### src/rtl/arb_pkg.sv
// Shared types and width helpers for the round-robin hold arbiter.
package arb_pkg;

    typedef enum logic [1:0] {
        IDLE  = 2'b01,
        GRANT = 2'b10
    } arb_state_e;

    // Index width for a requester vector; never below one bit.
    function automatic int calc_id_w(input int n);
        return (n <= 2) ? 1 : $clog2(n);
    endfunction

endpackage

### src/rtl/rr_pick.sv
// Rotating find-first: scans req from start_i with wrap, skipping bits cleared in mask_i.
module rr_pick
    import arb_pkg::*;
#(
    parameter int NUM_REQ = 4
) (
    input  logic [NUM_REQ-1:0]              req_i,
    input  logic [NUM_REQ-1:0]              mask_i,
    input  logic [calc_id_w(NUM_REQ)-1:0]   start_i,
    output logic                            found_o,
    output logic [calc_id_w(NUM_REQ)-1:0]   idx_o
);

    localparam int ID_W = calc_id_w(NUM_REQ);

    logic [NUM_REQ-1:0] cand;
    logic               hit;
    logic [ID_W-1:0]    idx;
    int                 j;

    always_comb begin
        cand = req_i & mask_i;
        hit  = 1'b0;
        idx  = '0;
        j    = 0;
        for (int i = 0; i < NUM_REQ; i++) begin
            j = int'(start_i) + i;
            if (j >= NUM_REQ) j = j - NUM_REQ;
            if (!hit && cand[j]) begin
                hit = 1'b1;
                idx = ID_W'(j);
            end
        end
    end

    assign found_o = hit;
    assign idx_o   = idx;

endmodule

### src/rtl/rr_hold_arbiter.sv
// Round-robin arbiter with grant hold: the holder keeps the resource while it
// requests, bounded to MAX_HOLD cycles whenever someone else is waiting.
module rr_hold_arbiter
    import arb_pkg::*;
#(
    parameter int NUM_REQ  = 4,
    parameter int MAX_HOLD = 8
) (
    input  logic                            clock,
    input  logic                            reset,
    input  logic [NUM_REQ-1:0]              req,
    output logic [NUM_REQ-1:0]              gnt,
    output logic                            gnt_valid,
    output logic [calc_id_w(NUM_REQ)-1:0]   gnt_id,
    output logic                            preempt
);

    localparam int ID_W  = calc_id_w(NUM_REQ);
    localparam int CNT_W = $clog2(MAX_HOLD + 1);
    localparam logic [CNT_W-1:0] HOLD_MAX = CNT_W'(MAX_HOLD);
    localparam logic [ID_W-1:0]  LAST_IDX = ID_W'(NUM_REQ - 1);

    arb_state_e          state_q, state_d;
    logic [NUM_REQ-1:0]  gnt_q, gnt_d;
    logic [ID_W-1:0]     id_q, id_d;
    logic [ID_W-1:0]     last_q, last_d;
    logic [CNT_W-1:0]    hold_q, hold_d;
    logic                pre_q, pre_d;

    logic [ID_W-1:0]     start;
    logic [NUM_REQ-1:0]  mask;
    logic                found;
    logic [ID_W-1:0]     win;
    logic                holder_req;
    logic                others;

    assign start      = (last_q == LAST_IDX) ? '0 : last_q + 1'b1;
    // Exclude the current holder so a handoff always goes to someone else.
    assign mask       = (state_q == GRANT) ? ~gnt_q : '1;
    assign holder_req = |(req & gnt_q);
    assign others     = |(req & ~gnt_q);

    rr_pick #(.NUM_REQ(NUM_REQ)) u_pick (
        .req_i   (req),
        .mask_i  (mask),
        .start_i (start),
        .found_o (found),
        .idx_o   (win)
    );

    always_comb begin
        state_d = state_q;
        gnt_d   = gnt_q;
        id_d    = id_q;
        last_d  = last_q;
        hold_d  = hold_q;
        pre_d   = 1'b0;
        unique case (state_q)
            IDLE: begin
                if (found) begin
                    state_d    = GRANT;
                    gnt_d      = '0;
                    gnt_d[win] = 1'b1;
                    id_d       = win;
                    last_d     = win;
                    hold_d     = CNT_W'(1);
                end
            end
            GRANT: begin
                if (holder_req && (!others || hold_q < HOLD_MAX)) begin
                    if (hold_q < HOLD_MAX) hold_d = hold_q + 1'b1;
                end else if (found) begin
                    gnt_d      = '0;
                    gnt_d[win] = 1'b1;
                    id_d       = win;
                    last_d     = win;
                    hold_d     = CNT_W'(1);
                    pre_d      = holder_req;
                end else begin
                    state_d = IDLE;
                    gnt_d   = '0;
                    hold_d  = '0;
                end
            end
            default: begin
                state_d = IDLE;
                gnt_d   = '0;
                hold_d  = '0;
            end
        endcase
    end

    always_ff @(posedge clock) begin
        if (reset) begin
            state_q <= IDLE;
            gnt_q   <= '0;
            id_q    <= '0;
            last_q  <= LAST_IDX;
            hold_q  <= '0;
            pre_q   <= 1'b0;
        end else begin
            state_q <= state_d;
            gnt_q   <= gnt_d;
            id_q    <= id_d;
            last_q  <= last_d;
            hold_q  <= hold_d;
            pre_q   <= pre_d;
        end
    end

    assign gnt       = gnt_q;
    assign gnt_valid = |gnt_q;
    assign gnt_id    = id_q;
    assign preempt   = pre_q;

    a_onehot: assert property (@(posedge clock) disable iff (reset) $onehot0(gnt_q));
    a_valid:  assert property (@(posedge clock) disable iff (reset) gnt_valid == (|gnt));
    a_rise:   assert property (@(posedge clock) disable iff (reset)
                  (gnt_q & ~$past(gnt_q) & ~$past(req)) == '0);
    a_hold:   assert property (@(posedge clock) disable iff (reset)
                  (state_q == GRANT && holder_req && others && hold_q == HOLD_MAX)
                  |=> gnt_q != $past(gnt_q));

endmodule

### config.mk
export PLATFORM = sky130hd
export DESIGN_NAME = rr_hold_arbiter
export DESIGN_NICKNAME = d
export VERILOG_FILES = /design/src/rtl/arb_pkg.sv /design/src/rtl/rr_pick.sv /design/src/rtl/rr_hold_arbiter.sv
export SDC_FILE = /design/constraint.sdc
export NUM_CORES = 1
export LEC_CHECK = 0
export CAP_MARGIN = 20
export CORE_AREA = 2 2 60 62
export CTS_CLUSTER_SIZE = 12
export DETAILED_ROUTE_END_ITERATION = 10
export DIE_AREA = 0 0 62 64
export MAX_ROUTING_LAYER = met4
export SKIP_CTS_REPAIR_TIMING = 1
export SKIP_LAST_GASP = 1
export SLEW_MARGIN = 20
export SYNTH_ARGS = -nofsm -noshare
export SYNTH_HDL_FRONTEND = slang
export SYNTH_SLANG_ARGS = --single-unit
export TNS_END_PERCENT = 5
### constraint.sdc
create_clock -name clock -period 2.05 [get_ports clock]
set_input_delay 0.3075 -clock clock [delete_from_list [all_inputs] [get_ports clock]]
set_output_delay 0.3075 -clock clock [all_outputs]
set_load 0.005 [all_outputs]
==> impl_metrics.toml, run 1 <==
[synth]
seq_area_frac_synth_pct = 31.5
synthDistinctLibCells = 46
synth_area_leaders = "dfxtp_1 31%, ha_1 5.2%, a21oi_1 4.7%"
synthAdderAreaFrac_pct = 5.24
synthCells = 100
synth_nets = 110
yosys.area_share.simple_pct = 25.0
yosys_warnings = 0
synth_area_leader_cell = "dfxtp_1"
synth_compound_area_share_pct = 33.2
synth_top_family_by_area = "compound AO/OA/AOI/OAI gates"
synthesis.area_um2 = 955
synth.area.mux_share_pct = 1.05
synth_top_area_share_pct = 31.5
synth_xor_area_share_pct = 0.917
avgSynthCellArea_um2 = 9.55
ys_ff_latch = 15

[flow_run]
max_cap_viol_count = 0

[setup_path]
crit_end = "gnt_valid"
r2r_cells = 9
startpoint = "gnt[3]$_SDFFE_PP0P_"
crit_required_ns = 1.74
critPathKind = "flip-flop to output port"
r2r_end = "last_q[0]$_SDFFE_PP1P_"
cp.arrival_ns = 1.68
cp_max_fo = 6
r2r-start = "state_q[0]$_SDFFE_PP1P_"
reg2reg_slack_ns = 0.08
endpoint_kind = "output port"
cp-start-kind = "flip-flop"

[global_route]
grt_pass1_vias = 890
overflow = 0
grt_pass1_wl_mm = 3.73
grt_max_degree = 9
antenna_found_initial = 0
grt_util_all_layers_pct = 12.4

[placement]
portBuffers = 13
gp_congestion = 0.810
placed_cells = 173
dp_hpwl_mm = 1.75
place_area_um2 = 1250

[sta]
period_minus_slack_ns = 1.99
max_freq_mhz = 503
setup_violations = 0
worst_slew_pin_slew_ns = 0.377
finalCritPeriodShare_pct = 97.0
max_slew_margin_pct = 74.8
holdWs_ns = 0.475
clock_skew_ns = 0.00797
report.final.slew_viol_count = 0
rsz0062_at_grt = "true"
hold_viol = 0

[layout]
seqCellArea_um2 = 300
num_antenna_cells = 0
final_util_pct = 39.7
layout-drive-gt1-share_pct = 27.5
fillers = 327
area_growth_syn_to_layout_pct = 36.4
layout.nets = 142
multi_input_area_um2 = 653
fin_area_um2 = 1300
stdcell_count = 177

[clock_network]
clkSlewWorstSetupHoldPaths_ns = 0.09
clock_sinks = 15
cts-root-buf = "clkbuf_4"
clock_latency_ns = 0.29
cts_tree = "yes"
clk_path_buf_depth = 2
cts_buffers = 3
htreeDepth = 1

[detailed_routing]
drc = 0
via_per_inst = 5.00
drt-total-wl_mm = 2.28
dr.first_iter.drc_count = 48
vias = 885
dr.pass1.iters = 4
drt.antenna.violating_nets = 0
avgRoutedWirePerCell_um = 12.9

[die]
die_w_um = 62
start_util_pct = 29.1
rows = 21
boundaryPins = 14
core-area_um2 = 3280
die-height_um = 64
die_area_um2 = 3970

[outcome]
status = "finished clean"

[power]
ir_drop_uv = 323
leakagePower_nw = 0.514
power_density_nw_per_um2 = 791
power_mw = 1.03

[worst_hold_path]
worstHoldPathType = "flip-flop to flip-flop"
whs_path_depth = 2
-- how the worst min path moves through the flow --
stage,from,to,slack [ns]
2_1_floorplan,last_q[1]$_SDFFE_PP1P_,last_q[1]$_SDFFE_PP1P_,0.44
3_3_place_gp,gnt_id[1]$_SDFFE_PP0P_,gnt_id[1]$_SDFFE_PP0P_,0.46
3_5_place_dp,gnt_id[1]$_SDFFE_PP0P_,gnt_id[1]$_SDFFE_PP0P_,0.46
4_1_cts,gnt_id[1]$_SDFFE_PP0P_,gnt_id[1]$_SDFFE_PP0P_,0.48
5_1_grt,gnt_id[0]$_SDFFE_PP0P_,gnt_id[0]$_SDFFE_PP0P_,0.50
6_report,gnt_id[1]$_SDFFE_PP0P_,gnt_id[1]$_SDFFE_PP0P_,0.48
-- flip-flops by register name, summed over array words and instances (netlist names) --
register / count
gnt: 4
hold_q: 4
gnt_id: 2
last_q: 2
state_q: 2
preempt: 1
-- cells in the final DEF (no fill, tap or decap), drive strengths merged, types with 2 or more instances in the layout --
master | Yosys | layout
o21ai | 2 | 2
a21boi | 3 | 3
clkdlybuf4s50 | 0 | 13
buf | 1 | 16
nor2 | 6 | 6
clkbuf | 1 | 4
o221ai | 3 | 3
dfxtp | 15 | 15
nor2b | 3 | 3
nand2 | 7 | 7
o2bb2ai | 2 | 2
inv | 4 | 4
nand4b | 2 | 2
ha | 4 | 4
nor4b | 2 | 2
a21bo | 2 | 2
nor4 | 2 | 2
a21oi | 10 | 10
a22oi | 3 | 3
nor3 | 2 | 2
nand2b | 7 | 7
-- through the flow --
step,worst slack [ns],TNS (ns)
after global routing,-0.0166,-0.0322
after global placement,-0.0505,-0.152
after CTS,0.0200,0
after detailed placement,-0.0752,-0.380
final,0.0618,0
after floorplan,0.203,0
-- Yosys cell counts (all sizes together) --
cell type / number
dfxtp: 15
a21oi: 10
nand2: 7
nand2b: 7
nor2: 6
ha: 4
inv: 4
a21boi: 3
a22oi: 3
nor2b: 3
o221ai: 3
a21bo: 2
nand4b: 2
nor3: 2
nor4: 2
nor4b: 2
o21ai: 2
o2bb2ai: 2
a211o: 1
a211oi: 1
a22o: 1
a2bb2o: 1
a2bb2oi: 1
a32o: 1
a32oi: 1
a41o: 1
a41oi: 1
and2b: 1
and4b: 1
buf: 1
clkbuf: 1
mux2i: 1
nand3: 1
nand3b: 1
nor3b: 1
o21ba: 1
o41ai: 1
or4: 1
xor2: 1
-- where the power goes --
group	leakage [nW]	internal (mW)	switching [mW]
clock	0.0150	0.0757	0.0972
combinational	0.376	0.251	0.225
sequential	0.123	0.336	0.0458
total	0.514	0.663	0.368
-- layout make-up --
| type | count | share of cell area, % |
|---|---|---|
| multi-input cells | 79 | 50.1 |
| flip-flops and latches | 15 | 23.1 |
| repair buffers | 29 | 19.2 |
| well taps | 46 | 4.42 |
| clock buffers | 4 | 2.02 |
| inverters | 4 | 1.15 |
-- layer usage --
metal	vias up	GRT usage, %	part of all wire [%]
met5	-	-	0
met4	0	4.52	1.7
met3	4	2.02	3.7
met2	18	19.8	47
met1	416	15.3	47
li1	447	-	-
-- logic make-up after synthesis --
kind of cell,Yosys count
mux,1
xor+xnor,1
fa+ha+maj,4
flops,15
compound gates,36
buf+inv,6
simple gates,37
-- worst max-delay path: stages (launching register included) --
cell and delay [ns]:
dfxtp_1 0.39, or4_1 0.54, clkdlybuf4s50_1 0.45
No activity file was read; power rests on OpenSTA's default activity.
==> run 2, diff against run 1 <==
--- a/config.mk
+++ b/config.mk
@@ -6,10 +6,10 @@
 export NUM_CORES = 1
 export LEC_CHECK = 0
 export CAP_MARGIN = 20
-export CORE_AREA = 2 2 60 62
+export CORE_AREA = 4 4 62 64
 export CTS_CLUSTER_SIZE = 12
 export DETAILED_ROUTE_END_ITERATION = 10
-export DIE_AREA = 0 0 62 64
+export DIE_AREA = 0 0 66 68
 export MAX_ROUTING_LAYER = met4
 export SKIP_CTS_REPAIR_TIMING = 1
 export SKIP_LAST_GASP = 1
==> impl_metrics.toml, run 2 (synthesized netlist as in run 1, its figures left out) <==
[outcome]
status = "finished clean"

[placement]
portBuffers = 13
gp_congestion = 0.783
dp_hpwl_mm = 1.80

[setup_path]
crit_required_ns = 1.74
worstPathCellList = "or4_1, clkdlybuf4s50_1"
crit_slowest_cell = "or4_1"
r2r_end = "last_q[0]$_SDFFE_PP1P_"
cpPeakStageDelay_ns = 0.53
cp-start-kind = "flip-flop"
critPathKind = "flip-flop to output port"
reg2reg_slack_ns = 0.14
r2r_cells = 9
r2r-start = "state_q[0]$_SDFFE_PP1P_"
cp_max_fo = 6
endpoint_kind = "output port"
cp.arrival_ns = 1.66

[detailed_routing]
via_per_inst = 4.88
dr.first_iter.drc_count = 55
drt.antenna.violating_nets = 0
drc = 0
vias = 863
dr.pass1.iters = 4
drt-total-wl_mm = 2.28
avgRoutedWirePerCell_um = 12.9

[sta]
holdWs_ns = 0.471
rsz0062_at_grt = "false"
hold_viol = 0
clock_skew_ns = 0.00132
period_minus_slack_ns = 1.97
worst_slew_pin_slew_ns = 0.375
fin_tns_setup_ns = 0
max_slew_margin_pct = 74.9
max_freq_mhz = 508
setup_violations = 0
finalCritPeriodShare_pct = 96.0
report.final.slew_viol_count = 0

[flow_run]
max_cap_viol_count = 0

[layout]
layout.nets = 142
area_growth_syn_to_layout_pct = 36.2
final_common_cell = "buf_4"
layout-drive-gt1-share_pct = 26.7
fillers = 336
num_antenna_cells = 0
final_cell_mix = "16 x buf_4, 14 x dfxtp_1, 13 x clkdlybuf4s50_1"

[die]
boundaryPins = 14
die_w_um = 66
core-area_um2 = 3280
start_util_pct = 29.1
die_area_um2 = 4490
rows = 21
die-height_um = 68

[clock_network]
htreeDepth = 1
clock_latency_ns = 0.29
clk_path_buf_depth = 2
cts_tree = "yes"
clkSlewWorstSetupHoldPaths_ns = 0.10
cts-root-buf = "clkbuf_4"
clock_sinks = 15
cts_buffers = 3

[power]
ir_drop_uv = 218
leakagePower_nw = 0.515
power_density_nw_per_um2 = 794

[worst_hold_path]
whs_path_depth = 2
worstHoldPathType = "flip-flop to flip-flop"
hold_path.startpoint = "gnt_id[0]$_SDFFE_PP0P_"
hold_end = "gnt_id[0]$_SDFFE_PP0P_"

[global_route]
grt_max_degree = 15
overflow = 0
grt_pass1_wl_mm = 3.95
grt_util_all_layers_pct = 11.4
antenna_found_initial = 0
grt_pass1_vias = 910
run 2: routing by layer:
metal  GRT usage (%)  vias up  share of wire (%)
met3            2.63        4                3.7
met1            13.3      395                 47
met5               -        -                  0
li1                -      444                  -
met2            19.0       20                 48
met4            4.82        0                1.4
run 2: per-stage QoR:
stage | util [%] | setup WS (ns) | instances | instance area, µm² | total power, mW
after floorplan | - | 0.203 | 100 | 955 | 0.653
after global placement | 38.0 | -0.0471 | 173 | 1250 | 0.832
after detailed placement | 38.0 | -0.101 | 173 | 1250 | 0.837
after CTS | 38.8 | 0.00373 | 177 | 1270 | 1.02
after global routing | 39.6 | 0.0305 | 177 | 1300 | 1.10
final | 39.6 | 0.0827 | 177 | 1300 | 1.03
run 2: cell type report:
cell class / count / area (µm²) / area share [%]
Sequential cell: 15 / 302 / 23.2
Inverter: 4 / 15.0 / 1.15
Tap cell: 46 / 57.6 / 4.43
Timing Repair Buffer: 29 / 250 / 19.2
Clock buffer: 3 / 22.5 / 1.73
Clock inverter: 1 / 5.00 / 0.385
Multi-Input combinational cell: 79 / 648 / 49.9
run 2: critical path, delay by kind of cell, from the launching register on:
| family | cells | cell delay [ns] |
|---|---|---|
| DFF | 1 | 0.39 |
| and+or+nand+nor | 1 | 0.53 |
| buffers and inverters | 1 | 0.45 |
run 2: report_power, final:
group	total [mW]	switching, mW	leakage, nW	internal, mW
sequential	0.385	0.0475	0.123	0.337
clock	0.179	0.106	0.0177	0.0725
combinational	0.468	0.215	0.375	0.253
run 2: worst max path at each step:
| stage | start | endpoint | depth (start not counted) |
|---|---|---|---|
| after detailed placement | req[0] | last_q[0]$_SDFFE_PP1P_ | 8 |
| after global routing | gnt[3]$_SDFFE_PP0P_ | gnt_valid | 2 |
| after CTS | state_q[0]$_SDFFE_PP1P_ | last_q[0]$_SDFFE_PP1P_ | 9 |
| final | gnt[3]$_SDFFE_PP0P_ | gnt_valid | 2 |
| after global placement | req[0] | last_q[1]$_SDFFE_PP1P_ | 8 |
| after floorplan | state_q[0]$_SDFFE_PP1P_ | gnt[2]$_SDFFE_PP0P_ | 8 |
==> run 3, diff against run 2 <==
==> constraint.sdc (replaced) <==
create_clock -name clock -period 2.3 [get_ports clock]
set_input_delay 0.345 -clock clock [delete_from_list [all_inputs] [get_ports clock]]
set_output_delay 0.345 -clock clock [all_outputs]
set_load 0.005 [all_outputs]
==> impl_metrics.toml, run 3 (synthesized netlist as in run 1, its figures left out) <==
[layout]
stdcell_count = 166
num_antenna_cells = 0
final_common_cell = "dfxtp_1"
multi_input_area_um2 = 629
fillers = 346
final_cell_mix = "15 x dfxtp_1, 13 x clkdlybuf4s50_1, 9 x a21oi_1"
area_growth_syn_to_layout_pct = 25.3
layout.nets = 131
seqCellArea_um2 = 300
layout-drive-gt1-share_pct = 17.5

[clock_network]
htreeDepth = 1
clkSlewWorstSetupHoldPaths_ns = 0.09
cts_buffers = 3
cts-root-buf = "clkbuf_4"
clock_sinks = 15
clk_path_buf_depth = 2
cts_tree = "yes"
clock_latency_ns = 0.28

[die]
start_util_pct = 29.1
die-height_um = 68
die_area_um2 = 4490
boundaryPins = 14
die_w_um = 66
rows = 21
core-area_um2 = 3280

[placement]
dp_hpwl_mm = 1.71
portBuffers = 13
gp_congestion = 0.759
placed_cells = 162

[global_route]
overflow = 0
grt_max_degree = 10
antenna_found_initial = 0
grt_pass1_vias = 846
grt_pass1_wl_mm = 3.77
grt_util_all_layers_pct = 11.1

[power]
power_mw = 0.862
power_density_nw_per_um2 = 721
leakagePower_nw = 0.456
ir_drop_uv = 179

[flow_run]
max_cap_viol_count = 0

[detailed_routing]
drc = 0
via_per_inst = 5.11
dr.pass1.iters = 4
vias = 849
dr.first_iter.drc_count = 50
avgRoutedWirePerCell_um = 13.3
drt.antenna.violating_nets = 0
drt-total-wl_mm = 2.20

[setup_path]
crit_required_ns = 2.53
cp-start-kind = "flip-flop"
critPathKind = "flip-flop to flip-flop"
cp.arrival_ns = 2.33
cp_max_fo = 9
endpoint_kind = "flip-flop"

[sta]
period_minus_slack_ns = 2.10
max_slew_margin_pct = 72.4
finalCritPeriodShare_pct = 91.4
max_freq_mhz = 476
report.final.slew_viol_count = 0
fin_tns_setup_ns = 0
worst_slew_pin_slew_ns = 0.414
clock_skew_ns = 0.00161
setup_violations = 0
rsz0062_at_grt = "false"
hold_viol = 0

[outcome]
status = "finished clean"

[worst_hold_path]
worstHoldPathType = "flip-flop to flip-flop"
run 3: area by class of cell:
cell class              instances  share of cell area, %
multi-input cells              79                   52.6
flip-flops and latches         15                   25.1
repair buffers                 18                   14.0
well taps                      46                   4.81
clock buffers                   4                   2.20
inverters                       4                   1.26
run 3: through the flow:
stage | worst slack [ns] | hold slack, ns | area, µm² | util (%)
2_1_floorplan | 0.453 | 0.442 | 955 | -
3_3_place_gp | 0.162 | 0.457 | 1160 | 35.5
3_5_place_dp | 0.0863 | 0.463 | 1160 | 35.5
4_1_cts | 0.157 | 0.485 | 1190 | 36.3
5_1_grt | 0.0249 | 0.518 | 1200 | 36.4
6_report | 0.198 | 0.482 | 1200 | 36.4
run 3: power by group:
part	switching [mW]	total, mW	internal, mW
sequential	0.0408	0.341	0.300
clock	0.0834	0.151	0.0673
combinational	0.183	0.371	0.187
total	0.307	0.862	0.554
run 3: path summary, 6_finish.rpt:
path / from / end / slack [ns] / cells after the start
setup / recovery: state_q[0]$_SDFFE_PP1P_ / gnt[0]$_SDFFE_PP0P_ / 0.20 / 8
hold / removal: gnt_id[1]$_SDFFE_PP0P_ / gnt_id[1]$_SDFFE_PP0P_ / 0.48 / 2
setup reg to reg: state_q[0]$_SDFFE_PP1P_ / gnt[0]$_SDFFE_PP0P_ / 0.20 / 8
hold reg to reg: gnt_id[1]$_SDFFE_PP0P_ / gnt_id[1]$_SDFFE_PP0P_ / 0.48 / 2
run 3: metal layers:
layer	wire, µm	share of wire (%)	up-vias	global-route usage [%]
met3	109	4.9	4	2.30
li1	-	-	427	-
met2	997	45	18	18.0
met4	25	1.1	0	3.81
met1	1070	49	400	13.7
met5	0	0	-	-
run 3: critical path, stage by stage (launching register included):
cell      delay (ns)
dfxtp_1         0.38
inv_1           0.06
ha_1            0.31
a21boi_2        0.32
nor4b_4         0.08
buf_4           0.18
a211o_2         0.33
nor4_1          0.21
a22o_1          0.18
